## src/rtl/scan_fill.sv

```systemverilog
// Scanline polygon filler: requests one span per scanline over a four-phase
// handshake, clips it to the screen, then streams one framebuffer write per pixel.
module scan_fill #(
  parameter int SCREEN_W = 640,
  parameter int SCREEN_H = 480,
  parameter int COLOR_W  = 16
) (
  input  logic               clk,
  input  logic               reset,
  input  logic               go,
  input  logic [15:0]        y_top,
  input  logic [15:0]        y_bot,
  input  logic [COLOR_W-1:0] color,
  output logic               line_start,
  output logic [15:0]        line_y,
  input  logic               line_done,
  input  logic [15:0]        span_a,
  input  logic [15:0]        span_b,
  output logic               fb_we,
  output logic [15:0]        fb_x,
  output logic [15:0]        fb_y,
  output logic [COLOR_W-1:0] fb_data,
  input  logic               fb_ready,
  output logic               busy,
  output logic               fill_done
);

  localparam logic [15:0] X_MAX = 16'(SCREEN_W - 1);
  localparam logic [15:0] Y_MAX = 16'(SCREEN_H - 1);

  typedef enum logic [2:0] {
    S_IDLE,
    S_REQ,
    S_REL,
    S_FILL,
    S_NEXT,
    S_FIN
  } state_t;

  state_t             r_state;
  logic [15:0]        r_cur_y;
  logic [15:0]        r_y_bot;
  logic [15:0]        r_sx;
  logic [15:0]        r_ex;
  logic               r_empty;
  logic [COLOR_W-1:0] r_color;

  logic               r_line_start;
  logic [15:0]        r_line_y;
  logic               r_fb_we;
  logic [15:0]        r_fb_x;
  logic [15:0]        r_fb_y;
  logic [COLOR_W-1:0] r_fb_data;
  logic               r_busy;
  logic               r_fill_done;

  logic [15:0]        w_y_bot_c;
  logic [15:0]        w_span_end;
  logic               w_span_empty;
  logic               w_last_x;
  logic               w_last_y;

  function automatic logic [15:0] clamp_u16(input logic [15:0] v, input logic [15:0] lim);
    return (v > lim) ? lim : v;
  endfunction

  // Both y_bot and the span end are clamped so no write can leave the screen.
  assign w_y_bot_c    = clamp_u16(y_bot, Y_MAX);
  assign w_span_end   = clamp_u16(span_b, X_MAX);
  assign w_span_empty = (span_a > X_MAX);
  assign w_last_x     = (r_fb_x == r_ex);
  assign w_last_y     = (r_cur_y == r_y_bot);

  // The write position register doubles as the running x cursor.
  always_ff @(posedge clk) begin
    if (reset) begin
      r_state      <= S_IDLE;
      r_line_start <= 1'b0;
      r_line_y     <= '0;
      r_fb_we      <= 1'b0;
      r_fb_x       <= '0;
      r_fb_y       <= '0;
      r_fb_data    <= '0;
      r_busy       <= 1'b0;
      r_fill_done  <= 1'b0;
    end else begin
      case (r_state)
        S_IDLE: begin
          if (go) begin
            r_cur_y <= y_top;
            r_y_bot <= w_y_bot_c;
            r_color <= color;
            r_busy  <= 1'b1;
            if (y_top > w_y_bot_c) begin
              r_state     <= S_FIN;
              r_fill_done <= 1'b1;
            end else begin
              r_state      <= S_REQ;
              r_line_start <= 1'b1;
              r_line_y     <= y_top;
            end
          end
        end
        S_REQ: begin
          if (line_done) begin
            r_sx         <= span_a;
            r_ex         <= w_span_end;
            r_empty      <= w_span_empty;
            r_line_start <= 1'b0;
            r_state      <= S_REL;
          end
        end
        S_REL: begin
          if (!line_done) begin
            if (r_empty) begin
              r_state <= S_NEXT;
            end else begin
              r_state   <= S_FILL;
              r_fb_we   <= 1'b1;
              r_fb_x    <= r_sx;
              r_fb_y    <= r_cur_y;
              r_fb_data <= r_color;
            end
          end
        end
        S_FILL: begin
          if (fb_ready) begin
            if (w_last_x) begin
              r_fb_we <= 1'b0;
              r_state <= S_NEXT;
            end else begin
              r_fb_x <= r_fb_x + 16'd1;
            end
          end
        end
        S_NEXT: begin
          if (w_last_y) begin
            r_state     <= S_FIN;
            r_fill_done <= 1'b1;
          end else begin
            r_cur_y      <= r_cur_y + 16'd1;
            r_line_y     <= r_cur_y + 16'd1;
            r_line_start <= 1'b1;
            r_state      <= S_REQ;
          end
        end
        S_FIN: begin
          r_fill_done <= 1'b0;
          r_busy      <= 1'b0;
          r_state     <= S_IDLE;
        end
        default: begin
          r_state <= S_IDLE;
        end
      endcase
    end
  end

  assign line_start = r_line_start;
  assign line_y     = r_line_y;
  assign fb_we      = r_fb_we;
  assign fb_x       = r_fb_x;
  assign fb_y       = r_fb_y;
  assign fb_data    = r_fb_data;
  assign busy       = r_busy;
  assign fill_done  = r_fill_done;

endmodule

```

## config.mk

```make
export PLATFORM = sky130hd
export DESIGN_NAME = scan_fill
export DESIGN_NICKNAME = d
export VERILOG_FILES = /design/src/rtl/scan_fill.sv
export SDC_FILE = /design/constraint.sdc
export NUM_CORES = 1
export LEC_CHECK = 0
export CORE_MARGIN = 2
export CORE_UTILIZATION = 45
export DETAILED_ROUTE_END_ITERATION = 8
export GPL_ROUTABILITY_DRIVEN = 1
export GPL_TIMING_DRIVEN = 0
export PLACE_DENSITY_LB_ADDON = 0.1
export SYNTH_ARGS = -nofsm -noshare
export SYNTH_HDL_FRONTEND = slang
export SYNTH_SLANG_ARGS = --single-unit
```

## constraint.sdc

```tcl
create_clock -name clk -period 4.7 [get_ports clk]
set_input_delay 0.47 -clock clk [delete_from_list [all_inputs] [get_ports clk]]
set_output_delay 0.47 -clock clk [all_outputs]
set_load 0.01 [all_outputs]
```

==> results.toml <==
[detailed_routing]
avgViaCountPerCell = 5.202
ant_nets = 0
num_vias = 5722
drtPass1Iterations = 5
wl_um = 17980
wl_per_cell_um = 16.35
first_iter_violations = 427
drc = 0

[timing]
setup_tns_ps = 0
hold_viol_final = 0
finClkSkew_ps = 12.61
slew_headroom_pct = 36.56
period_needed_ps = 3565
setup_violations = 0
slew_violations = 0
fin_crit_sh_pct = 75.84
max_freq_mhz = 280.5
worstMarginPinSlew_ps = 949.3
rsz0062_at_grt = "no"

[critical_path]
cp_slowest_stage_delay_ps = 570
timing.rr.start = "fb_x[0]"
cp.required_ps = 5050
reg2reg_depth = 6
worst-path-buf-inv = 3
critPathKind = "input pin to flip-flop"
cp-end-kind = "flip-flop"
cp.depth = 13
critPathMaxFanout = 10
crit_path_top_delay_cell = "a221oi_4"
reg2reg_setup_slack_ps = 2320
cp_top_family = "compound AO/OA/AOI/OAI gates"
crit_path_start_kind = "input pin"
cp-startpoint = "y_bot[12]"
worstReg2RegEnd = "fb_x[10]"
crit_end = "line_y[6]"
crit_chain = "clkdlybuf4s50_1 > nor4_1 > nand2_1 > a41o_1 > or2_2 > inv_1 > ha_1 > a21oi_1 > a21boi_0 > o31a_1 > a221oi_4 > buf_8 > mux2i_1"
arrival_ps = 3910

[placement]
globalplace.congestion = 0.8652
postPlaceCellArea_um2 = 8906
hpwlAfterDp_um = 13530
portBuffers = 151

[power]
p_total_uw = 3646
power.density_nw_per_um2 = 382.9
power_leakage_uw = 0.003255
irDropWorstVdd_mv = 0.3474

[clock_network]
clk_pin_slew_ps = 60
clkSinkCount = 152
cts_setup_buffers = 0
cts_tree = "built"
cts_buffers = 17
cts_resized = 0
hold_buffers = 0
clock_latency_ps = 430
root_buffer = "clkbuf_16"
cts.htree.levels = 4
cts_buffer_depth = 2

[global_route]
grt_first_pass_wirelength_um = 28460
grt_usage_pct = 22.33
grt_max_degree = 34
grt-ovfl-total = 0
grt_pass1_vias = 5621
antenna_found_initial = 0

[finish]
areaGrowthSynthToFinish_pct = 35.26
nFillCells = 1272
drive_gt1_share_pct = 8.324
stdcell_area_um2 = 9522
final_util_pct = 62.40
nets = 979
diodes = 0

[yosys]
avgSynthCellArea_um2 = 10.25
synth_flop_cell = "edfxtp_1"
yosys-top-cells-area = "edfxtp_1 35%, dfxtp_1 20%, nand2_1 7.2%"
synth-seq-cells = 152
syn-cell-area_um2 = 7039
synth_top_area_share_pct = 34.55
synth.distinct_cells = 62
synthArstFlopShare_pct = 0
synth_edf_count = 81
synth_top_area_cell = "edfxtp_1"
ys_warn_count = 0
syn-instance-count = 687
ys_seq_area_share_pct = 54.75

[floorplanning]
io_pins = 153
die_y_um = 129.1
start_util_pct = 46.13
core_um2 = 15260
row_count = 45
dieArea_um2 = 16660
die_x_um = 129.1

[run_status]
status = "finished clean"

[hold_path]
hp-class = "input pin to flip-flop"
min-delay-start = "reset"

[run]
max_cap_viol_count = 0
## how the worst min path moves through the flow
stage | end | cells after the start
5_1_grt | fill_done | 2
3_3_place_gp | fb_data[11] | 2
2_1_floorplan | fb_data[0] | 2
6_report | fill_done | 2
3_5_place_dp | line_y[9] | 2
4_1_cts | fill_done | 2
## cell usage after synthesis, types with 3 or more instances
master    number
and2_1         3
a21oi_2        3
a21o_1         3
nand3_1       17
dfxtp_1       71
o21ai_0       15
clkbuf_1      20
a21oi_1       70
buf_2          7
nand2_1      135
a21boi_0       4
a211oi_1       6
nor4_1         8
ha_1          18
and3_1         5
nor2_1        40
nand4_1       14
xor2_1         5
mux2i_1       18
or2_2         11
o21a_1         3
inv_1         18
nor3_1        12
xnor2_1       42
edfxtp_1      81
a32o_1         3
clkbuf_8       5
o32ai_1        5
## layout by cell type, fill, tap and decap left out, types with 3 or more instances in the layout
cell / Yosys / routed
clkdlybuf4s50_1: 0 / 151
nand2_1: 135 / 135
edfxtp_1: 81 / 81
dfxtp_1: 71 / 71
a21oi_1: 70 / 70
xnor2_1: 42 / 42
nor2_1: 40 / 39
clkbuf_1: 20 / 22
conb_1: 2 / 20
inv_1: 18 / 18
mux2i_1: 18 / 18
ha_1: 18 / 18
clkbuf_16: 0 / 18
nand3_1: 17 / 17
o21ai_0: 15 / 15
nand4_1: 14 / 14
nor3_1: 12 / 12
or2_2: 11 / 11
nor4_1: 8 / 8
buf_2: 7 / 7
clkbuf_8: 5 / 6
xor2_1: 5 / 5
a211oi_1: 6 / 5
o32ai_1: 5 / 5
and3_1: 5 / 4
a21boi_0: 4 / 4
and2_1: 3 / 3
a21o_1: 3 / 3
a21oi_2: 3 / 3
o21a_1: 3 / 3
a32o_1: 3 / 3
bufinv_16: 0 / 3
## cell families after synthesis
family	Yosys count	synth area share, %
xor gates and xnor gates	47	5.848
adders and majority gates	18	3.199
other	2	0.1067
and+or+nand+nor	261	17.13
AOI/OAI and AO/OA	133	12.12
muxes	19	2.719
DFF	152	54.75
buffers and inverters	55	4.123
## stage by stage
step | cells | hold slack, ps | worst slack (ps)
floorplan | 705 | 471.3 | 1575
global route | 1100 | 328.5 | 897.6
finish | 1100 | 340.6 | 1135
detailed placement | 1068 | 445.8 | 714.6
CTS | 1100 | 324.7 | 1146
global placement | 1067 | 441.1 | 837.0
## where the power goes
group	switching (uW)	internal, uW	leakage, uW	total [uW]
clock	531	880	0.000298	1410
combinational	324	308	0.00166	632
sequential	82.7	1520	0.00130	1600
total	938	2710	0.00325	3650
## area by class of cell
type / count / area [um2] / share of cell area (%)
flip-flops and latches: 152 / 3854 / 40.47
multi-input cells: 498 / 2977 / 31.26
repair buffers: 152 / 1523 / 15.99
clock buffers: 21 / 471.7 / 4.954
well taps: 211 / 264.0 / 2.773
plain buffers: 36 / 219.0 / 2.300
clock inverters: 11 / 142.6 / 1.498
inverters: 19 / 71.32 / 0.7490
## worst register-to-register path, cell delays in order, from the launching register on
cell and delay (ps):
dfxtp_1 490, xnor2_1 170, nand4_1 190, o41ai_2 530
a21oi_2 220, clkbuf_1 310, a311oi_1 350
## routing by layer
layer	GRT usage [%]	routed length [um]	up-vias
met2	34.98	8298	198
met5	0	0	-
met4	5.754	138	0
met1	30.76	8175	2718
li1	-	-	2796
met3	6.358	1368	10
Power figures use the tool's default switching activity.
